==> src/rtl/ipsl_pcie_pkg.sv <==
// Shared definitions for the PCIe pipe register slice: mode encodings and the
// occupancy counter width helper.
package ipsl_pcie_pkg;

  localparam int unsigned MODE_FWD  = 0;  // forward register, combinational ready
  localparam int unsigned MODE_SKID = 1;  // skid buffer, registered ready

  // Width wide enough to count 0..2*stages words (skid mode holds two per stage).
  function automatic int unsigned occ_width(input int unsigned stages);
    return $clog2(2 * stages + 1);
  endfunction

endpackage

==> src/rtl/ipsl_pcie_pipe_stage.sv <==
// One valid/ready register stage. MODE_FWD is a plain forward register whose
// ready is combinational from downstream; MODE_SKID adds a skid register so
// the upstream ready comes straight from a flop.
module ipsl_pcie_pipe_stage
  import ipsl_pcie_pkg::*;
#(
  parameter int unsigned DATA_WIDTH = 8,
  parameter int unsigned MODE       = MODE_SKID
) (
  input  logic                  clk,
  input  logic                  rst,
  input  logic                  flush,
  input  logic                  i_valid,
  input  logic [DATA_WIDTH-1:0] i_data,
  output logic                  o_ready,
  output logic                  o_valid,
  output logic [DATA_WIDTH-1:0] o_data,
  input  logic                  i_ready
);

  logic                  r_main_valid;
  logic [DATA_WIDTH-1:0] r_main_data;

  assign o_valid = r_main_valid;
  assign o_data  = r_main_data;

  if (MODE == MODE_SKID) begin : g_skid
    logic                  r_skid_valid;
    logic [DATA_WIDTH-1:0] r_skid_data;
    logic                  w_push;
    logic                  w_pop;
    logic                  w_load_main;

    assign o_ready     = ~r_skid_valid;
    assign w_push      = i_valid & ~r_skid_valid;
    assign w_pop       = r_main_valid & i_ready;
    // Main takes the input directly when it is empty or draining with no skid word.
    assign w_load_main = ~r_main_valid | (w_pop & ~r_skid_valid);

    // Valid bits: main/skid occupancy with flush as a synchronous clear.
    always_ff @(posedge clk or posedge rst) begin
      if (rst) begin
        r_main_valid <= 1'b0;
        r_skid_valid <= 1'b0;
      end else if (flush) begin
        r_main_valid <= 1'b0;
        r_skid_valid <= 1'b0;
      end else if (w_load_main) begin
        r_main_valid <= w_push;
      end else if (!w_pop) begin
        if (w_push) r_skid_valid <= 1'b1;
      end else begin
        r_main_valid <= 1'b1;
        r_skid_valid <= w_push;
      end
    end

    // Data registers: no reset, hold unless loading.
    always_ff @(posedge clk) begin
      if (!flush) begin
        if (w_load_main) begin
          if (w_push) r_main_data <= i_data;
        end else if (!w_pop) begin
          if (w_push) r_skid_data <= i_data;
        end else begin
          r_main_data <= r_skid_data;
          if (w_push) r_skid_data <= i_data;
        end
      end
    end
  end else begin : g_fwd
    assign o_ready = i_ready | ~r_main_valid;

    // Valid bit: refill whenever the slot is free or being drained.
    always_ff @(posedge clk or posedge rst) begin
      if (rst) begin
        r_main_valid <= 1'b0;
      end else if (flush) begin
        r_main_valid <= 1'b0;
      end else if (o_ready) begin
        r_main_valid <= i_valid;
      end
    end

    // Data register: no reset, capture only on an accepted word.
    always_ff @(posedge clk) begin
      if (!flush && o_ready && i_valid) r_main_data <= i_data;
    end
  end

endmodule

==> src/rtl/ipsl_pcie_pipe_reg.sv <==
// Cascaded valid/ready pipe register: STAGES stages plus a word occupancy
// counter covering the whole chain.
module ipsl_pcie_pipe_reg
  import ipsl_pcie_pkg::*;
#(
  parameter int unsigned DATA_WIDTH = 8,
  parameter int unsigned STAGES     = 2,
  parameter int unsigned MODE       = 1
) (
  input  logic                           clk,
  input  logic                           rst,
  input  logic                           flush,
  input  logic                           in_valid,
  input  logic [DATA_WIDTH-1:0]          in_data,
  output logic                           in_ready,
  output logic                           out_valid,
  output logic [DATA_WIDTH-1:0]          out_data,
  input  logic                           out_ready,
  output logic [occ_width(STAGES)-1:0]   occupancy
);

  localparam int unsigned OccW = occ_width(STAGES);

  // Index g is the link feeding stage g; index STAGES is the output port.
  logic [STAGES:0]       w_valid;
  logic [STAGES:0]       w_ready;
  logic [DATA_WIDTH-1:0] w_data [STAGES+1];
  logic                  w_in_fire;
  logic                  w_out_fire;
  logic [OccW-1:0]       r_occ;

  assign w_valid[0]      = in_valid;
  assign w_data[0]       = in_data;
  assign in_ready        = w_ready[0];
  assign w_ready[STAGES] = out_ready;
  assign out_valid       = w_valid[STAGES];
  assign out_data        = w_data[STAGES];
  assign occupancy       = r_occ;

  for (genvar g = 0; g < STAGES; g++) begin : g_stage
    ipsl_pcie_pipe_stage #(
      .DATA_WIDTH (DATA_WIDTH),
      .MODE       (MODE)
    ) u_stage (
      .clk     (clk),
      .rst     (rst),
      .flush   (flush),
      .i_valid (w_valid[g]),
      .i_data  (w_data[g]),
      .o_ready (w_ready[g]),
      .o_valid (w_valid[g+1]),
      .o_data  (w_data[g+1]),
      .i_ready (w_ready[g+1])
    );
  end

  assign w_in_fire  = in_valid & w_ready[0];
  assign w_out_fire = w_valid[STAGES] & out_ready;

  // Occupancy: +1 on input-only, -1 on output-only transfer; flush empties.
  always_ff @(posedge clk or posedge rst) begin
    if (rst) begin
      r_occ <= '0;
    end else if (flush) begin
      r_occ <= '0;
    end else begin
      case ({w_in_fire, w_out_fire})
        2'b10:   r_occ <= r_occ + OccW'(1);
        2'b01:   r_occ <= r_occ - OccW'(1);
        default: r_occ <= r_occ;
      endcase
    end
  end

endmodule

==> config.mk <==
export PLATFORM = sky130hd
export DESIGN_NAME = ipsl_pcie_pipe_reg
export DESIGN_NICKNAME = d
export VERILOG_FILES = /design/src/rtl/ipsl_pcie_pkg.sv /design/src/rtl/ipsl_pcie_pipe_stage.sv /design/src/rtl/ipsl_pcie_pipe_reg.sv
export SDC_FILE = /design/constraint.sdc
export NUM_CORES = 1
export LEC_CHECK = 0
export ABC_AREA = 1
export CAP_MARGIN = 20
export CELL_PAD_IN_SITES_DETAIL_PLACEMENT = 0
export CELL_PAD_IN_SITES_GLOBAL_PLACEMENT = 1
export CORE_MARGIN = 4
export CORE_UTILIZATION = 41
export CTS_BUF_LIST = sky130_fd_sc_hd__clkbuf_16
export DETAILED_ROUTE_END_ITERATION = 16
export GPL_TIMING_DRIVEN = 0
export PLACE_DENSITY_LB_ADDON = 0.15
export SETUP_SLACK_MARGIN = 0.15
export SLEW_MARGIN = 25
export SYNTH_ARGS = -nofsm -noshare
export SYNTH_HDL_FRONTEND = slang
export SYNTH_SLANG_ARGS = --single-unit
==> constraint.sdc <==
create_clock -name clk -period 2.15 [get_ports clk]
set_input_delay 0.215 -clock clk [delete_from_list [all_inputs] [get_ports clk]]
set_output_delay 0.215 -clock clk [all_outputs]
set_load 0.05 [all_outputs]
==> run summary <==
Max rail drop VDD - 0.588 mV
Worst-path clk slew - 50 ps
Period minus WS final - 1790 ps
CTS tree - yes
Layout cells sized above 1 - 0.106
CP Max Fanout - 10
Final setup vio count - 0
R2R setup slack - 360 ps
Worst slew margin - 0.510
Diodes inserted - 0
Total Negative Setup Slacks - 0 ps
Synth Net Count - 161
Final Cycle Share - 0.834
# IOs - 26
Slowest stage delay, CP - 570 ps
Slew @ Worst Pin - 735 ps
H-tree levels - 2
FMAX - 0.558 GHz
Final design utilization - 0.570
Post-synth cell types - 19
Synthesized area per cell - 11.1 µm²
WP data arrival - 1700 ps
Worst Clk Skew - 1.41 ps
CTS Hold Bufs - 0
Reg2reg end - g_stage[0].u_stage.o_data[5]
Mapped cell area - 0.00163 mm²
Initial antenna violation count - 0
Die height - 71.1 µm
Slowest cell on crit path - a21oi_1
Slew Limit Fails - 0
Root buffer cell - clkbuf_16
Vias in the first global route - 1,027
Post-route DRC violation count - 0
Syn-to-layout area delta - 30.6%
Max cap viols - 0
Num Clock Sinks - 39
Largest net degree at the start of global routing - 13
Antenna Nets Post-Route - 0
Drt pass-1 iters - 4
RR Startpoint - g_stage[0].u_stage.g_skid.r_skid_valid
GPL Wtd Cong - 0.721
PortBufs - 25
Setup CP Type - reg2reg
Syn Inst Count - 147
Post-CTS Setup Inserts - 0
Critical path startpoint category - register
Status - complete, no violations
Global-route wire length before repair - 4550 µm
Synth Register Bits - 39
PD cells - 942 mW/mm²
YS warnings - 0
RSZ-0062 raised after global routing - no
Critical path required time - 2060 ps
Initial core utilization - 0.436
DRT Wirelength - 2590 µm
Reg2Reg Depth - 4
Seq/Total Area, Yosys - 0.696
Die area - 0.00506 mm²
Commonest non-fill, non-tap cells in the layout - 50 x nand2_1, 32 x edfxtp_1, 25 x clkdlybuf4s50_1, 20 x inv_1, 9 x o21ai_0
CTS Buffer Depth - 2
Final global-route overflow total - 0
Vias/cell - 4.63
Post_cts resized - 0
WHS - 172 ps
Drt wl/cell - 11.4 µm
Nets - 193
Die width - 71.1 µm
# fillers - 332
Worst setup EP type - register
Num CTS Buffers - 5
LEAKAGE - 0.912 nW
Hold crit path type - in2async
Commonest non-fill, non-tap cell in the layout - nand2_1
Hold Fails Final Rpt - 0
Row count - 22
Core area - 0.00374 mm²
Gr usage total - 0.119
CP cell instances - o21ai_1, buf_4, nand2_1, a21oi_1
Via count - 1,055
HPWL Detailed - 2020 µm
Drt first-iter violations - 39
Skew-Pair Late Insertion Delay - 280 ps
## state kept, by name (all words and copies together), names as in the netlist
signal,cells
g_stage.u_stage.g_skid.r_skid_data,16
g_stage.u_stage.o_data,16
occupancy,3
g_stage.u_stage.g_skid.r_skid_valid,2
g_stage.u_stage.o_valid,2
## kinds of logic after synthesis
logic type	count (synthesis)	share of synthesized area
AO/OA/AOI/OAI	15	0.0575
adder cells (fa/ha/maj)	1	0.0123
AND/OR/NAND/NOR	67	0.169
buffers and inverters	25	0.0651
flip-flops	39	0.696
## synthesized netlist by cell type
master / count / area [µm²]
o21ai_1: 1 / 5.00
nand2_2: 2 / 12.5
o21ai_2: 2 / 17.5
a21oi_4: 1 / 16.3
buf_4: 1 / 7.51
nand4_1: 3 / 18.8
o21ai_0: 9 / 45.0
dfrtp_1: 7 / 175
a21oi_1: 2 / 10.0
nand2_1: 50 / 188
buf_2: 1 / 5.00
nor2_1: 6 / 22.5
fa_1: 1 / 20.0
nand3_2: 1 / 10.0
nand3_1: 5 / 25.0
inv_1: 19 / 71.3
edfxtp_1: 32 / 961
inv_2: 3 / 11.3
buf_6: 1 / 11.3
## per-stage QoR
| stage | std cells | worst slack, ps | power, mW | instance area [µm²] |
|---|---|---|---|---|
| after CTS | 228 | 299 | 2.03 | 2130 |
| after floorplan | 147 | 285 | 1.02 | 1630 |
| after detailed placement | 220 | 127 | 1.10 | 1940 |
| final | 228 | 357 | 2.01 | 2130 |
| after global routing | 228 | 228 | 2.09 | 2130 |
| after global placement | 220 | 186 | 1.09 | 1940 |
## final cells by class
class	instances	area (µm²)	area share
Buffer	3	23.8	0.0112
Clock buffer	5	125	0.0587
Clock inverter	3	63.8	0.0299
Inverter	22	82.6	0.0387
Multi-Input combinational cell	83	390	0.183
Sequential cell	39	1140	0.533
Tap cell	48	60.1	0.0282
Timing Repair Buffer	25	250	0.117
## metal layers
layer	vias up	part of all wire	global-route usage
li1	545	-	-
met1	480	0.44	0.130
met2	26	0.47	0.189
met3	4	0.067	0.0582
met4	0	0.022	0.0626
met5	-	0	0
## worst max-delay path, delay by kind of cell, from the launching register on
kind	cells	cell delay [ps]
and+or+nand+nor	1	60
buffers and inverters	1	190
DFF	1	410
AOI/OAI and AO/OA	2	760
## how the worst max path moves through the flow
stage,start,to,slack [ps],depth (start not counted)
floorplan,g_stage[1].u_stage.o_valid,g_stage[1].u_stage.o_data[0],290,5
global placement,out_ready,g_stage[1].u_stage.g_skid.r_skid_data[5],190,5
detailed placement,out_ready,occupancy[2],130,12
CTS,g_stage[0].u_stage.g_skid.r_skid_valid,g_stage[0].u_stage.o_data[6],300,4
global route,g_stage[0].u_stage.g_skid.r_skid_valid,g_stage[0].u_stage.o_data[0],230,4
finish,g_stage[0].u_stage.g_skid.r_skid_valid,g_stage[0].u_stage.o_data[5],360,4
## where the power goes
group / total [mW] / switching (mW) / leakage, nW / internal (mW)
clock: 0.922 / 0.263 / 0.0952 / 0.659
sequential: 0.869 / 0.0194 / 0.386 / 0.850
combinational: 0.216 / 0.136 / 0.431 / 0.0795
total: 2.01 / 0.419 / 0.912 / 1.59
(Power assumes the default switching activity.)
